**config.mk**
```make
export PLATFORM = sky130hd
export DESIGN_NAME = seq_chunk_adder
export DESIGN_NICKNAME = d
export VERILOG_FILES = /design/src/rtl/seq_chunk_adder.sv
export SDC_FILE = /design/constraint.sdc
export NUM_CORES = 1
export LEC_CHECK = 0
export CAP_MARGIN = 10
export CORE_UTILIZATION = 30
export DETAILED_ROUTE_END_ITERATION = 6
export PLACE_DENSITY_LB_ADDON = 0.15
export SKIP_LAST_GASP = 1
export SYNTH_ARGS = -nofsm -noshare
export SYNTH_HDL_FRONTEND = slang
export SYNTH_SLANG_ARGS = --single-unit
```
**constraint.sdc**
```tcl
create_clock -name clk -period 4.7 [get_ports clk]
set_input_delay 0.705 -clock clk [delete_from_list [all_inputs] [get_ports clk]]
set_output_delay 0.705 -clock clk [all_outputs]
set_load 0.005 [all_outputs]
```
**src/rtl/seq_chunk_adder.sv**
```systemverilog
// -----------------------------------------------------------------------------
// seq_chunk_adder
//
// Multi-cycle adder/subtractor. The operands are captured in one cycle, then
// added CHUNK bits per clock, least-significant chunk first, with the carry
// rippling through a single carry register. The result is held until the
// consumer accepts it.
//
// Latency: out_valid rises exactly NCHUNK = WIDTH/CHUNK rising edges after the
// edge that accepted the operands.
//
// Parameters
//   WIDTH      operand/result width in bits (default 32)
//   CHUNK      bits added per clock; WIDTH must be a multiple of CHUNK
//
// Ports
//   clk        rising-edge clock
//   rst_n      asynchronous active-low reset
//   in_valid   operands presented            in_ready   ready to accept (IDLE)
//   a, b       operands                      cin        carry-in (add only)
//   sub        0 = a+b+cin, 1 = a-b
//   out_valid  result available (DONE)       out_ready  consumer takes result
//   sum        result (mod 2^WIDTH)          cout       raw carry out of MSB
//                                                       (1 on subtract = no borrow)
//   ovf        two's-complement overflow (only with SEQ_ADDER_OVF_EN)
//
// Configuration macro
//   SEQ_ADDER_OVF_EN  when defined, adds the ovf output and its logic.
// -----------------------------------------------------------------------------
module seq_chunk_adder #(
    parameter int WIDTH = 32,
    parameter int CHUNK = 8
) (
    input  logic             clk,
    input  logic             rst_n,
    input  logic             in_valid,
    output logic             in_ready,
    input  logic [WIDTH-1:0] a,
    input  logic [WIDTH-1:0] b,
    input  logic             cin,
    input  logic             sub,
    output logic             out_valid,
    input  logic             out_ready,
    output logic [WIDTH-1:0] sum,
    output logic             cout
`ifdef SEQ_ADDER_OVF_EN
    ,
    output logic             ovf
`endif
);

    localparam int NCHUNK = WIDTH / CHUNK;
    localparam int IDX_W  = (NCHUNK > 1) ? $clog2(NCHUNK) : 1;
    localparam logic [IDX_W-1:0] LAST_IDX = IDX_W'(NCHUNK - 1);

    generate
        if ((WIDTH % CHUNK) != 0 || CHUNK < 1) begin : g_bad_params
            $error("seq_chunk_adder: WIDTH must be a positive multiple of CHUNK");
        end
    endgenerate

    typedef enum logic [1:0] {
        IDLE = 2'd0,
        RUN  = 2'd1,
        DONE = 2'd2
    } state_t;

    state_t             r_state;
    logic               r_in_ready;
    logic               r_out_valid;
    logic [WIDTH-1:0]   r_a;        // captured a
    logic [WIDTH-1:0]   r_b;        // effective operand: b or ~b
    logic [WIDTH-1:0]   r_sum;
    logic               r_carry;
    logic               r_cout;
    logic [IDX_W-1:0]   r_idx;

    logic [CHUNK-1:0]   w_a_chunk;
    logic [CHUNK-1:0]   w_b_chunk;
    logic [CHUNK:0]     w_chunk_add;
    logic               w_accept;

    assign w_accept = (r_state == IDLE) && in_valid;

    // Select the chunk addressed by r_idx from both registered operands.
    always_comb begin
        // NOTE: every always_comb output gets a default first, so no path
        // through the block can leave it unassigned and infer a latch.
        w_a_chunk = '0;
        w_b_chunk = '0;
        for (int k = 0; k < NCHUNK; k++) begin
            if (r_idx == IDX_W'(k)) begin
                w_a_chunk = r_a[k*CHUNK +: CHUNK];
                w_b_chunk = r_b[k*CHUNK +: CHUNK];
            end
        end
    end

    assign w_chunk_add = {1'b0, w_a_chunk} + {1'b0, w_b_chunk} + {{CHUNK{1'b0}}, r_carry};

    // Operand capture. These registers are only ever read in RUN, after an
    // accept has loaded them, so they carry no reset.
    // NOTE: pure datapath registers whose contents are always written before
    // use are left out of reset; resetting them buys nothing and costs routing.
    always_ff @(posedge clk) begin
        if (w_accept) begin
            r_a <= a;
            r_b <= sub ? ~b : b;
        end
    end

`ifdef SEQ_ADDER_OVF_EN
    logic r_ovf;
    logic w_ovf;

    // Overflow of a + b_eff: operand signs agree but the result sign differs.
    // On the last chunk, bit CHUNK-1 of the chunk sum is the result MSB.
    assign w_ovf = (r_a[WIDTH-1] == r_b[WIDTH-1]) &&
                   (w_chunk_add[CHUNK-1] != r_a[WIDTH-1]);

    always_ff @(posedge clk or negedge rst_n) begin
        if (!rst_n) begin
            r_ovf <= 1'b0;
        end else if (r_state == RUN && r_idx == LAST_IDX) begin
            r_ovf <= w_ovf;
        end
    end

    assign ovf = r_ovf;
`endif

    // Control FSM and result registers.
    always_ff @(posedge clk or negedge rst_n) begin
        // NOTE: state is updated with non-blocking assignments so every
        // register samples pre-edge values, independent of statement order.
        if (!rst_n) begin
            r_state     <= IDLE;
            r_in_ready  <= 1'b1;
            r_out_valid <= 1'b0;
            r_idx       <= '0;
            r_carry     <= 1'b0;
            r_sum       <= '0;
            r_cout      <= 1'b0;
        end else begin
            case (r_state)
                IDLE: begin
                    if (in_valid) begin
                        // Subtract is a + ~b + 1; the +1 rides in the carry.
                        r_carry    <= sub ? 1'b1 : cin;
                        r_idx      <= '0;
                        r_state    <= RUN;
                        r_in_ready <= 1'b0;
                    end
                end

                RUN: begin
                    for (int k = 0; k < NCHUNK; k++) begin
                        if (r_idx == IDX_W'(k)) begin
                            r_sum[k*CHUNK +: CHUNK] <= w_chunk_add[CHUNK-1:0];
                        end
                    end
                    r_carry <= w_chunk_add[CHUNK];
                    r_idx   <= r_idx + IDX_W'(1);
                    if (r_idx == LAST_IDX) begin
                        r_cout      <= w_chunk_add[CHUNK];
                        r_state     <= DONE;
                        r_out_valid <= 1'b1;
                    end
                end

                DONE: begin
                    // in_valid is ignored here; a new accept can only happen
                    // on the edge after the return to IDLE.
                    if (out_ready) begin
                        r_state     <= IDLE;
                        r_out_valid <= 1'b0;
                        r_in_ready  <= 1'b1;
                    end
                end

                default: begin
                    r_state     <= IDLE;
                    r_in_ready  <= 1'b1;
                    r_out_valid <= 1'b0;
                end
            endcase
        end
    end

    assign in_ready  = r_in_ready;
    assign out_valid = r_out_valid;
    assign sum       = r_sum;
    assign cout      = r_cout;

endmodule

```
# Word-level counts from Yosys, hierarchy flattened
# Index checks and enable logic that the tools add are counted.
# classes
reduce_logical	12
muxes	24
n_eq_ne	8
bitwise_logic	3
add_sub_neg	3
# ops
operator	n
2-to-1 mux 8 bit	8
2-to-1 mux 32 bit	1
NOT 32 bit	1
AND reduction 2 bit	5
adder 8 x 8 -> 9 bit	1
adder 9 x 1 -> 9 bit	1
AND reduction 3 bit	3
2-to-1 mux 2 bit	4
== test 2 bit (second input constant)	3
2-to-1 mux 1 bit	6
!= test 2 bit (second input constant)	3
case mux 1 bit (3 select lines)	2
case mux 2 bit (3 select lines)	1
== test 2 x 1 -> 1 bit (second input constant)	2
logical NOT 2 bit	2
case mux 2 bit (2 select lines)	1
adder 2 x 1 -> 2 bit (second input constant)	1
NOT 1 bit	2
case mux 1 bit (2 select lines)	1
nonzero test 2 bit	1
logical AND 1 bit	1
# word_totals
wordCells	62
out_inout_bits	35
ff_bits	104
inputBits	70

# Logic depth before layout (Yosys ltp)
# depth
ltp_word	8
ltp_mapped	15
depth_no_buf	14

# Worst setup path after synthesis
# OpenSTA, ideal clock, no wires.
# synth_timing
path_kind	input-to-reg
startpoint	input in_valid
endpoint	register r_a[0] (enable)
setup_time_ns	0.488
n_path_buf	0
arrival_time_ns	3.493
required_time_ns	4.212
slack_ns	0.719
path_stages	2
path_cell_list	nand2b_1 > nor2_1
# synth_via
elab_chain_cells	1
# synth_lines
item	line	rtl
from (decl)	36	input logic in_valid,
logical AND 1 bit	83	assign w_accept = (r_state == IDLE) && in_valid;
via w_accept	81	logic w_accept;
to (signal assigned)	107	r_a <= a;
to (decl)	71	logic [WIDTH-1:0] r_a;
# The timed path passes the listed nets, and every way through them passes these cells.
# A chain may end at the register's enable or synchronous reset.

# Worst setup path after layout
# layout_timing
startpoint	register r_idx[0]
endpoint	register r_sum[30] (netlist: sum[30])
# layout_via
elab_chain_cells	7
elab_cells_between_ends	15
classes_between	add/sub: 2; eq/ne: 3; mux: 8; reduce/logical: 2
# layout_lines
item	line	rtl
from (decl)	76	logic [IDX_W-1:0] r_idx;
from (signal assigned)	163	r_idx <= r_idx + IDX_W'(1);
logical NOT 2 bit	92	if (r_idx == IDX_W'(k)) begin
2-to-1 mux 8 bit (4 in a row)	92	
adder 8 x 8 -> 9 bit	99	assign w_chunk_add = {1'b0, w_a_chunk} + {1'b0, w_b_chunk} + {{CHUNK{1'b0}}, r_carry};
adder 9 x 1 -> 9 bit	99	
to (signal, indexed assignment)	159	r_sum[k*CHUNK +: CHUNK] <= w_chunk_add[CHUNK-1:0];
to (decl)	73	logic [WIDTH-1:0] r_sum;
# Several ways; a longest one is shown, not always the timed one.

==> summary.txt <==
Run status
  – Status: finished clean

Logic synthesis
  – Mapped cell area: 4678 µm²
  – Mux share of post-synthesis cell area: 0.01177
  – Xor/xnor share of the synthesized area: 0.06526
  – Netlist cell types: 34
  – Synthesized Nets: 485
  – Synth area leader: edfxtp_1
  – Post-synthesis simple-gate area fraction: 0.1097
  – Syn_area_per_cell: roughly 12 µm²
  – Synthesized instance count: 402
  – Synth warn: 0
  – Synthesized flop and latch total: 104
  – Sequential-to-total area share from yosys stat: 0.6250
  – Synth top area cells: edfxtp_1, dfrtp_1, xor2_1
  – Largest family of logic cells by synthesized area: compound AO/OA/AOI/OAI gates
  – Area fraction in compound gates after synthesis: 0.1246
  – Adder-cell share of the synthesized area: 0.03798
  – Top-area cell type share of the netlist area: 0.4108

Routing
  – Drt initial violations: 157
  – Final ANT Viol Nets: 0
  – Wire per inst: 14.27 µm
  – DRC Markers: 0
  – DRT Wirelength: 9.876 mm
  – TritonRoute pass-1 iters: 4
  – Total number of vias: 3169
  – DR vias/cell: 4.579

Clock network
  – Clock sinks: around 100
  – CTS H-Tree Depth: 3
  – Root Driver: clkbuf_16
  – CTS Buf Count: 9
  – CTS Hold Buffers Added: 0
  – CTS clk-pin slew, worst paths: 70 ps
  – Post-CTS setup buffer count: 0
  – CTS max path bufs: 2
  – Clock latency on the worst-skew pair: around 340 ps
  – CTS resizes: 0
  – CTS tree: yes

Floorplan
  – Initial Utilization: 0.3077
  – Die height: 126.9 µm
  – Die area: 16100 µm²
  – Die width: 126.9 µm
  – Core ar.: 15200 µm²
  – IO Pins: 105
  – # rows: 45

Setup path
  – Crit-path max FO: 17
  – Worst Setup End Kind: register
  – Critical path class: reg2reg
  – CP Data Arrival Time: between 3000 and 4000 ps
  – Start point of the critical path: r_idx[0]
  – RR Startpoint: r_idx[0]
  – Worst Setup Start Kind: register
  – Worst Path Required: 4900 ps
  – FF-to-FF path depth: 14

Final layout
  – Commonest non-fill, non-tap cell in the layout: clkdlybuf4s50_1
  – Post-route insts no fill: between 600 and 700
  – Area growth syn-to-layout: 32.25%
  – Final #Nets: 582
  – Most frequent cells in the layout: clkdlybuf4s50_1, nand2_1, edfxtp_1
  – Ant diodes: 0
  – Fraction of layout cells with a size suffix above 1: 0.05754

STA
  – Final hold violations: 0
  – Worst hold slack: 486.2 ps
  – Final Setup Violations: 0
  – Period utilisation layout: 0.7464
  – Achievable Freq: ~290 MHz
  – Setup TNS: 0 ps
  – RSZ-0062 raised after global routing: false
  – Post-route minimum period: approximately 3500 ps
  – Max-slew headroom: 0.3957
  – Slew @ Worst Pin: 906.5 ps
  – Setup Skew: 6.882 ps
  – Max Transition Viols Final: 0

Job
  – Max-Cap Viols: 0

GRT
  – Largest net degree at the start of global routing: 41
  – Total Routing Usage GR: 0.1293
  – Initial antenna violation count: 0
  – Met2 Resource Use GR: 0.2094
  – GR Layer Usage met1: 0.1752
  – Layer with the highest usage: met2
  – GRT Residual Overflow: 0
  – First-pass GRT wire length: 16.15 mm
  – Vias in the first global route: roughly 3200
  – Met3 Track Usage GR: 0.02741

Pwr
  – Pwr Density: 671.4 nW/µm²
  – P_leak: 2.354 nW
  – Tot Pwr: 4.154 mW
  – VDD IR-drop max: 0.2440 mV

Placed design
  – Port buffer count: 104
  – Post-DP HPWL: roughly 7.4 mm
  – Routability cong.: between 0.7 and 0.8
  – Placed Cells: 676

Min path
  – Hold Crit Class: in2async
==> worst max-delay path, cell delays in order, from the launching register on <==
cell and delay [ps]:
dfrtp_1 420, inv_1 100, ha_1 580, nand3b_1 140, a21oi_1 160, a21oi_1 60
nor2_1 100, a21oi_1 60, fa_1 450, fa_1 420, nor2b_1 170, o31a_1 190
o21ai_1 80, a21boi_0 320, o31ai_1 130
==> per-layer routing <==
| metal | vias to the layer above | wire, µm |
|---|---|---|
| met1 | 1454 | 4884 |
| met5 | - | 0 |
| met3 | 7 | 472 |
| li1 | 1603 | - |
| met4 | 0 | 89 |
| met2 | 105 | 4429 |
==> final cells by class <==
| class | instances | area [µm²] |
|---|---|---|
| Clock buffer | 9 | 225.2 |
| Clock inverter | 7 | 70.07 |
| Fill cell | 1488 | 9015 |
| Inverter | 6 | 22.52 |
| Multi-Input combinational cell | 269 | 1642 |
| Sequential cell | 104 | 2924 |
| Tap cell | 188 | 235.2 |
| Timing Repair Buffer | 109 | 1069 |
==> kinds of logic (layout without fill, tap and decap cells) <==
family / Yosys count / count (layout)
DFF: 104 / 104
muxes: 5 / 5
and+or+nand+nor: 112 / 112
AOI/OAI and AO/OA: 105 / 105
xor gates and xnor gates: 34 / 34
adders and majority gates: 13 / 13
buffers and inverters: 29 / 131
==> per-stage QoR <==
step | cell area, µm² | util | setup WS, ps
4_1_cts | 6187 | 0.4070 | 1173
5_1_grt | 6187 | 0.4070 | 714.9
2_1_floorplan | 4678 | - | 719.1
6_report | 6187 | 0.4070 | 1192
3_3_place_gp | 5892 | 0.3876 | 1301
3_5_place_dp | 5892 | 0.3876 | 1192
==> Yosys cell counts <==
cell,count
a211o_1,1
a21boi_0,1
a21o_1,4
a21oi_1,44
and3_1,2
buf_2,6
buf_4,1
clkbuf_1,16
dfrtp_1,39
dfstp_2,1
edfxtp_1,64
fa_1,2
ha_1,11
inv_1,6
mux2_2,4
mux2i_1,1
nand2_1,66
nand2_2,1
nand2b_1,4
nand3_1,1
nand3b_1,16
nor2_1,16
nor2b_1,3
nor3_1,2
nor3b_1,1
o21a_1,3
o21ai_0,36
o21ai_1,5
o21bai_1,1
o31a_1,2
o31ai_1,7
o41a_1,1
xnor2_2,1
xor2_1,33
==> path summary, 6_finish.rpt <==
| path | to | slack [ps] |
|---|---|---|
| worst max-delay path | sum[30] | 1190 |
| worst min-delay path | sum[16] | 490 |
| max in group asynchronous | sum[5] | 3650 |
| worst min register to register | sum[13] | 490 |
| min in group clk | sum[13] | 490 |
| worst max register to register | sum[30] | 1190 |
==> state kept, by name (all words and copies together), names as in the netlist, 2 cells and up <==
| register | flops |
|---|---|
| sum | 32 |
| r_idx | 2 |
| r_b | 32 |
| r_state | 2 |
| r_a | 32 |
==> power breakdown <==
group | leakage [nW] | total, mW | switching, mW | internal, mW
Clock | 0.138 | 0.741 | 0.327 | 0.413
Sequential | 1.09 | 1.44 | 0.139 | 1.30
Combinational | 1.12 | 1.97 | 1.10 | 0.878
Note: power is estimated with default switching activity, not from simulation.
